`config.mk`:
```
export PLATFORM = sky130hd
export DESIGN_NAME = tcb_lib_router
export DESIGN_NICKNAME = d
export VERILOG_FILES = /design/src/rtl/tcb_lib_router.sv
export SDC_FILE = /design/constraint.sdc
export NUM_CORES = 1
export LEC_CHECK = 0
export BUFFER_PORTS_ARGS = -buffer_cell sky130_fd_sc_hd__buf_2
export CAP_MARGIN = 25
export CORE_AREA = 5 5 136 138
export CTS_BUF_LIST = sky130_fd_sc_hd__clkbuf_4
export CTS_CLUSTER_SIZE = 10
export DETAILED_ROUTE_END_ITERATION = 8
export DIE_AREA = 0 0 141 143
export REMOVE_ABC_BUFFERS = 1
export SLEW_MARGIN = 20
export SYNTH_ARGS = -nofsm -noshare
export SYNTH_HDL_FRONTEND = slang
export SYNTH_SLANG_ARGS = --single-unit
```
`constraint.sdc`:
```
create_clock -name clk -period 1.2 [get_ports clk]
set_input_delay 0.06 -clock clk [delete_from_list [all_inputs] [get_ports clk]]
set_output_delay 0.06 -clock clk [all_outputs]
set_load 0.01 [all_outputs]
```
`src/rtl/tcb_lib_router.sv`:
```
// tcb_lib_router: TCB address decoder plus demultiplexer.
// One upstream manager fans out to SPN downstream ports by base/mask match,
// lowest index first. Unmapped requests are accepted locally, answered with
// an error response, and logged in sticky error-capture registers.

// Per-port address comparator: only bits set in msk take part in the compare.
module tcb_lib_router_match #(
   parameter int unsigned AW = 32
)(
   input  logic [AW-1:0] adr,
   input  logic [AW-1:0] base,
   input  logic [AW-1:0] msk,
   output logic          match
);

   assign match = ~|((adr ^ base) & msk);

endmodule

module tcb_lib_router #(
   parameter int unsigned                 PHY_ADR = 32,
   parameter int unsigned                 PHY_DAT = 32,
   parameter int unsigned                 PHY_DLY = 1,
   parameter int unsigned                 SPN     = 2,
   parameter logic [SPN-1:0][PHY_ADR-1:0] ADR     = '0,
   parameter logic [SPN-1:0][PHY_ADR-1:0] MSK     = '0,
   parameter logic [31:0]                 ERR_RDT = 32'hDEADBEEF,
   parameter int unsigned                 CNT_W   = 8
)(
   input  logic                            clk,
   input  logic                            rst,
   // upstream port, the manager connects here
   input  logic                            sub_vld,
   output logic                            sub_rdy,
   input  logic                            sub_req_wen,
   input  logic [PHY_ADR-1:0]              sub_req_adr,
   input  logic [PHY_DAT/8-1:0]            sub_req_ben,
   input  logic [PHY_DAT-1:0]              sub_req_wdt,
   output logic [PHY_DAT-1:0]              sub_rsp_rdt,
   output logic                            sub_rsp_sts_err,
   // downstream ports
   output logic [SPN-1:0]                  man_vld,
   input  logic [SPN-1:0]                  man_rdy,
   output logic [SPN-1:0]                  man_req_wen,
   output logic [SPN-1:0][PHY_ADR-1:0]     man_req_adr,
   output logic [SPN-1:0][PHY_DAT/8-1:0]   man_req_ben,
   output logic [SPN-1:0][PHY_DAT-1:0]     man_req_wdt,
   input  logic [SPN-1:0][PHY_DAT-1:0]     man_rsp_rdt,
   input  logic [SPN-1:0]                  man_rsp_sts_err,
   // error capture
   input  logic                            err_clr,
   output logic                            err_vld,
   output logic [PHY_ADR-1:0]              err_adr,
   output logic [CNT_W-1:0]                err_cnt
);

   // index SPN is the internal error target
   localparam int unsigned        SPL     = $clog2(SPN+1);
   localparam logic [SPL-1:0]     SEL_ERR = SPL'(SPN);
   localparam logic [PHY_DAT-1:0] ERR_DAT = PHY_DAT'(ERR_RDT);

   logic [SPN-1:0]            match;
   logic [SPL-1:0]            sel;
   logic                      unm;
   logic                      trn;
   logic [PHY_DLY:0]          vld_pipe;
   logic [PHY_DLY:0][SPL-1:0] sel_pipe;
   logic                      rsp_vld;
   logic [SPL-1:0]            rsp_idx;

   // per-port lanes: address compare and request broadcast
   generate
      for (genvar i = 0; i < SPN; i++) begin : g_lane
         tcb_lib_router_match #(.AW(PHY_ADR)) u_match (
            .adr   (sub_req_adr),
            .base  (ADR[i]),
            .msk   (MSK[i]),
            .match (match[i])
         );
         assign man_req_wen[i] = sub_req_wen;
         assign man_req_adr[i] = sub_req_adr;
         assign man_req_ben[i] = sub_req_ben;
         assign man_req_wdt[i] = sub_req_wdt;
      end
   endgenerate

   // lowest-index match wins; no match selects the local error target
   always_comb begin
      sel = SEL_ERR;
      for (int i = int'(SPN) - 1; i >= 0; i--) begin
         if (match[i]) sel = SPL'(i);
      end
   end

   assign unm = (sel == SEL_ERR);

   // forward vld to the selected port only; unmapped requests are always ready
   always_comb begin
      man_vld = '0;
      sub_rdy = 1'b1;
      for (int i = 0; i < SPN; i++) begin
         if (sel == SPL'(i)) begin
            man_vld[i] = sub_vld;
            sub_rdy    = man_rdy[i];
         end
      end
   end

   assign trn = sub_vld & sub_rdy;

   // select pipeline: entry 0 is the live transfer, entry k is k cycles old;
   // it never stalls, so response latency is fixed for every target
   generate
      if (PHY_DLY > 0) begin : g_pipe
         logic [PHY_DLY-1:0]          vld_q;
         logic [PHY_DLY-1:0][SPL-1:0] sel_q;

         // shift by one stage each cycle; reset flushes in-flight responses
         always_ff @(posedge clk or posedge rst) begin
            if (rst) begin
               vld_q <= '0;
               sel_q <= '0;
            end else begin
               vld_q <= vld_pipe[PHY_DLY-1:0];
               sel_q <= sel_pipe[PHY_DLY-1:0];
            end
         end

         assign vld_pipe = {vld_q, trn};
         assign sel_pipe = {sel_q, sel};
      end else begin : g_nopipe
         assign vld_pipe = trn;
         assign sel_pipe = sel;
      end
   endgenerate

   assign rsp_vld = vld_pipe[PHY_DLY];
   assign rsp_idx = sel_pipe[PHY_DLY];

   // response steering: selected port, local error, or idle zero
   always_comb begin
      sub_rsp_rdt     = '0;
      sub_rsp_sts_err = 1'b0;
      if (rsp_vld) begin
         if (rsp_idx == SEL_ERR) begin
            sub_rsp_rdt     = ERR_DAT;
            sub_rsp_sts_err = 1'b1;
         end
         for (int i = 0; i < SPN; i++) begin
            if (rsp_idx == SPL'(i)) begin
               sub_rsp_rdt     = man_rsp_rdt[i];
               sub_rsp_sts_err = man_rsp_sts_err[i];
            end
         end
      end
   end

   // sticky error capture: first address wins, count saturates,
   // a new error in the clear cycle survives the clear
   always_ff @(posedge clk or posedge rst) begin
      if (rst) begin
         err_vld <= 1'b0;
         err_adr <= '0;
         err_cnt <= '0;
      end else if (trn && unm) begin
         if (err_clr || !err_vld) begin
            err_vld <= 1'b1;
            err_adr <= sub_req_adr;
         end
         if (err_clr)
            err_cnt <= CNT_W'(1);
         else if (err_cnt != '1)
            err_cnt <= err_cnt + CNT_W'(1);
      end else if (err_clr) begin
         err_vld <= 1'b0;
         err_adr <= '0;
         err_cnt <= '0;
      end
   end

endmodule
```
Word-level counts from Yosys, hierarchy flattened:

Index checks and enable logic that the tools add are counted.

* flip-flop bits (word level): 1
* bits of input ports: 141
* output and inout port bits: 215
* logic and storage cells: 4

* multiplexer cells: 2
* bitwise operators: 1

Operator list (count)
* $mux W32: 1
* $and A1 B1 Y1: 1
* $mux W1: 1

Longest topological paths before layout:

* word-level depth: 1
* gate-level depth with buffers: 2
* gate-level depth less buffers: 1

Modules after synthesis:

Synthesis repeated with hierarchy kept, for this count alone.

* cells, all modules: 505
* area, all modules: 4464.3 um2

By module, submodules not included
* tcb_lib_router: times used 1, cells an instance 399, area an instance 3588.4 um2, sequential area each 1101.1 um2
* tcb_lib_router_match: times used 2, cells an instance 53, area an instance 437.9 um2, sequential area each 0.0 um2

Worst setup path before layout:

OpenSTA, ideal clock, no wires.

* kind: flip-flop to output port
* start point: reg g_pipe.vld_q
* end point: out sub_rsp_rdt[0]
* arrival time: 0.718 ns
* setup slack: 0.422 ns
* stages on the path, launching flop included: 3
* buffers on the path: 1
* path through: dfrtp_1 > clkbuf_2 > and2_2

* longest elaborated chain between the ends: 1

Ends and longest elaborated chain
* start: declaration: line 115 `logic [PHY_DLY-1:0] vld_q;`
* start signal: assignment: line 124 `vld_q <= vld_pipe[PHY_DLY-1:0];`
* $mux W32: line 144 `if (rsp_vld) begin`
* end: declaration: line 39 `output logic [PHY_DAT-1:0] sub_rsp_rdt,`

No other way between the ends.

Worst setup path in the final report:

* start point: reg g_pipe.vld_q
* end point: out sub_rsp_rdt[27]

Same word-level chain as after synthesis.

==> flow_metrics.env <==
export IMPL_area_delta_synth_final_pct=-33.91
export IMPL_synthDominantCellAreaShare_pct=81.92
export IMPL_dpl_instance_area_sq_mm=0.001092
export IMPL_layout_core_utilization_pct=6.463
export IMPL_worst_endpoint_required_ns=1.14
export IMPL_pin_count=356
export IMPL_grt_first_pass_wirelength_microns=17750
export IMPL_fillCellCount=2044
export IMPL_pin_count_of_the_biggest_net_entering_global_routing=24
export IMPL_synth_area_sq_mm=0.001668
export IMPL_via_count=881
export IMPL_drt_wl_total_microns=16230
export IMPL_setup_worst_path_end_class="output pin"
export IMPL_floorplan_initialDensity_pct=9.778
export IMPL_pre_cts_ws_ns=0.2189
export IMPL_netlist_instances=222
export IMPL_gpl_final_weighted_congestion=0.7312
export IMPL_routed_via_density=2.337
export IMPL_drt_antenna_violating_nets=0
export IMPL_row_count=48
export IMPL_number_of_global_route_vias_before_repair=885
export IMPL_num_antenna_cells=0
export IMPL_post_route_period_util_pct=80.18
export IMPL_design_final_nets=295
export IMPL_dieHeight_microns=143
export IMPL_cts_repair_resized=0
export IMPL_critical_path_class="reg -> out"
export IMPL_drcViolationCount=0
export IMPL_pwr_density_cell_mw_per_mm2=265.3
export IMPL_ir_drop_uv=217.9
export IMPL_timing_hold_worst_endpoint="man_req_wen[1]"
export IMPL_core_area_sq_mm=0.01706
export IMPL_place_port_buffers=71
export IMPL_count_of_non_filler_cells_in_the_finished_layout=377
export IMPL_synth_yosys_warnings=0
export IMPL_placedCellCount=376
export IMPL_design_power_total_mw=0.2925
export IMPL_post_synth_num_cell_types=7
export IMPL_setup_total_negative_slack_ns=0
export IMPL_post_synth_top_area_cell="sky130_fd_sc_hd__buf_4"
export IMPL_largest_register_ff_count=1
export IMPL_setup_worst_path_start_class="flip-flop"
export IMPL_status="complete, no violations"
export IMPL_final_layout_size_suffix_gt1_share_pct=69.74
export IMPL_final_min_clock_period_ns=0.9621
export IMPL_holdCritStartpoint="sub_req_wen"
export IMPL_grt_overflow_total=0
export IMPL_syn_mean_instance_area_sq_um=7.513
export IMPL_cellLeakagePower_nw=0.6104
export IMPL_floorplan_die_width_microns=141
export IMPL_fin_hold_viols=0
export IMPL_unrepaired_setup_endpoints_after_global_routing="false"
export IMPL_layout_cell_area_non_filler_sq_mm=0.001102
export IMPL_max_freq_mhz=1039
export IMPL_grt_util_all_layers_pct=14.97
export IMPL_design_die_area_sq_mm=0.02016
export IMPL_place_detailed_hpwl_microns=15720
export IMPL_commonest_non_fill_non_tap_cell_in_the_layout="sky130_fd_sc_hd__buf_2"
export IMPL_drt_pass1_iter_count=3
export IMPL_yosys_top_cells_area="sky130_fd_sc_hd__buf_4 (82%), sky130_fd_sc_hd__and2_2 (15%), sky130_fd_sc_hd__dfrtp_1 (1.5%)"
export IMPL_postSynthRegisterBits=1
export IMPL_antenna_found_initial=0
export IMPL_finalSetupViolCount=0
export IMPL_seq_area_frac_synth_pct=1.500
export IMPL_hold_ws_ns=0.1204
export IMPL_most_common_layout_cells="sky130_fd_sc_hd__buf_2 (71), sky130_fd_sc_hd__conb_1 (42), sky130_fd_sc_hd__and2_2 (33)"
export IMPL_cap_violations=0
export IMPL_timing_hold_worst_class="in -> out"
export IMPL_most_flop_heavy_register="g_pipe.vld_q"
export IMPL_detail_route_wl_per_cell_microns=43.05
export IMPL_final_critical_path_setup_slack_ns=0.2379
export IMPL_maxSlewViolCount=0
export IMPL_min_delay_path_depth=0
export IMPL_clkSlewWorstSetupHoldPaths_ns=0
export IMPL_cp_max_fo=23
export IMPL_biggestRegsByFlops="g_pipe.vld_q x1"
export IMPL_initialDrtViolationCount=22
export IMPL_arrival_ns=0.90
-- cell usage after synthesis --
cell,count
sky130_fd_sc_hd__buf_4,182
sky130_fd_sc_hd__and2_2,33
sky130_fd_sc_hd__clkbuf_2,3
sky130_fd_sc_hd__and2_1,1
sky130_fd_sc_hd__conb_1,1
sky130_fd_sc_hd__dfrtp_1,1
sky130_fd_sc_hd__inv_1,1
-- final cells by class --
class | count | area [sq um] | share of cell area (%)
flip-flops and latches | 1 | 25.02 | 2.270
inverters | 1 | 3.754 | 0.3405
repair buffers | 74 | 380.4 | 34.51
well taps | 225 | 281.5 | 25.54
multi-input cells | 76 | 411.6 | 37.34
-- report_power, final --
part / leakage [nW] / switching, mW / internal, mW
Combinational: 0.598 / 0.148 / 0.107
Clock: 0 / 0 / 0
Sequential: 0.0129 / 0.000858 / 0.0361
Total: 0.610 / 0.149 / 0.143
-- routing by layer --
| metal | vias to the layer above | global-route usage, % | share of wire, % |
|---|---|---|---|
| met5 | - | 4.306 | 0.68 |
| met4 | 2 | 0.1530 | 0.14 |
| met3 | 6 | 22.84 | 32 |
| met2 | 250 | 27.27 | 51 |
| met1 | 325 | 7.173 | 16 |
| li1 | 298 | - | - |
-- critical path, stage by stage, from the launching register on --
cell	delay (ns)
sky130_fd_sc_hd__dfrtp_1	0.35
sky130_fd_sc_hd__buf_4	0.20
sky130_fd_sc_hd__and2_2	0.20
sky130_fd_sc_hd__buf_2	0.14
-- timing repair --
action	in CTS	in global routing
setup buffers	0	0
hold buffers	1	0
hold endpoints to repair	1	0
endpoints found under the setup margin	0	0
-- worst max-delay path by stage --
stage | startpoint | to | cells past startpoint | slack (ns)
finish | g_pipe.vld_q | sub_rsp_rdt[27] | 3 | 0.24
CTS | g_pipe.vld_q | sub_rsp_rdt[27] | 3 | 0.21
floorplan | g_pipe.vld_q | sub_rsp_rdt[0] | 1 | 0.30
global route | g_pipe.vld_q | sub_rsp_rdt[27] | 3 | 0.19
detailed placement | g_pipe.vld_q | sub_rsp_rdt[27] | 3 | 0.22
global placement | g_pipe.vld_q | sub_rsp_rdt[27] | 3 | 0.23
-- cell families after synthesis --
| family | share of synthesized area (%) |
|---|---|
| buf+inv | 83.05 |
| simple gates | 15.23 |
| flops | 1.500 |
| other cells | 0.2248 |
(Power assumes the default switching activity.)
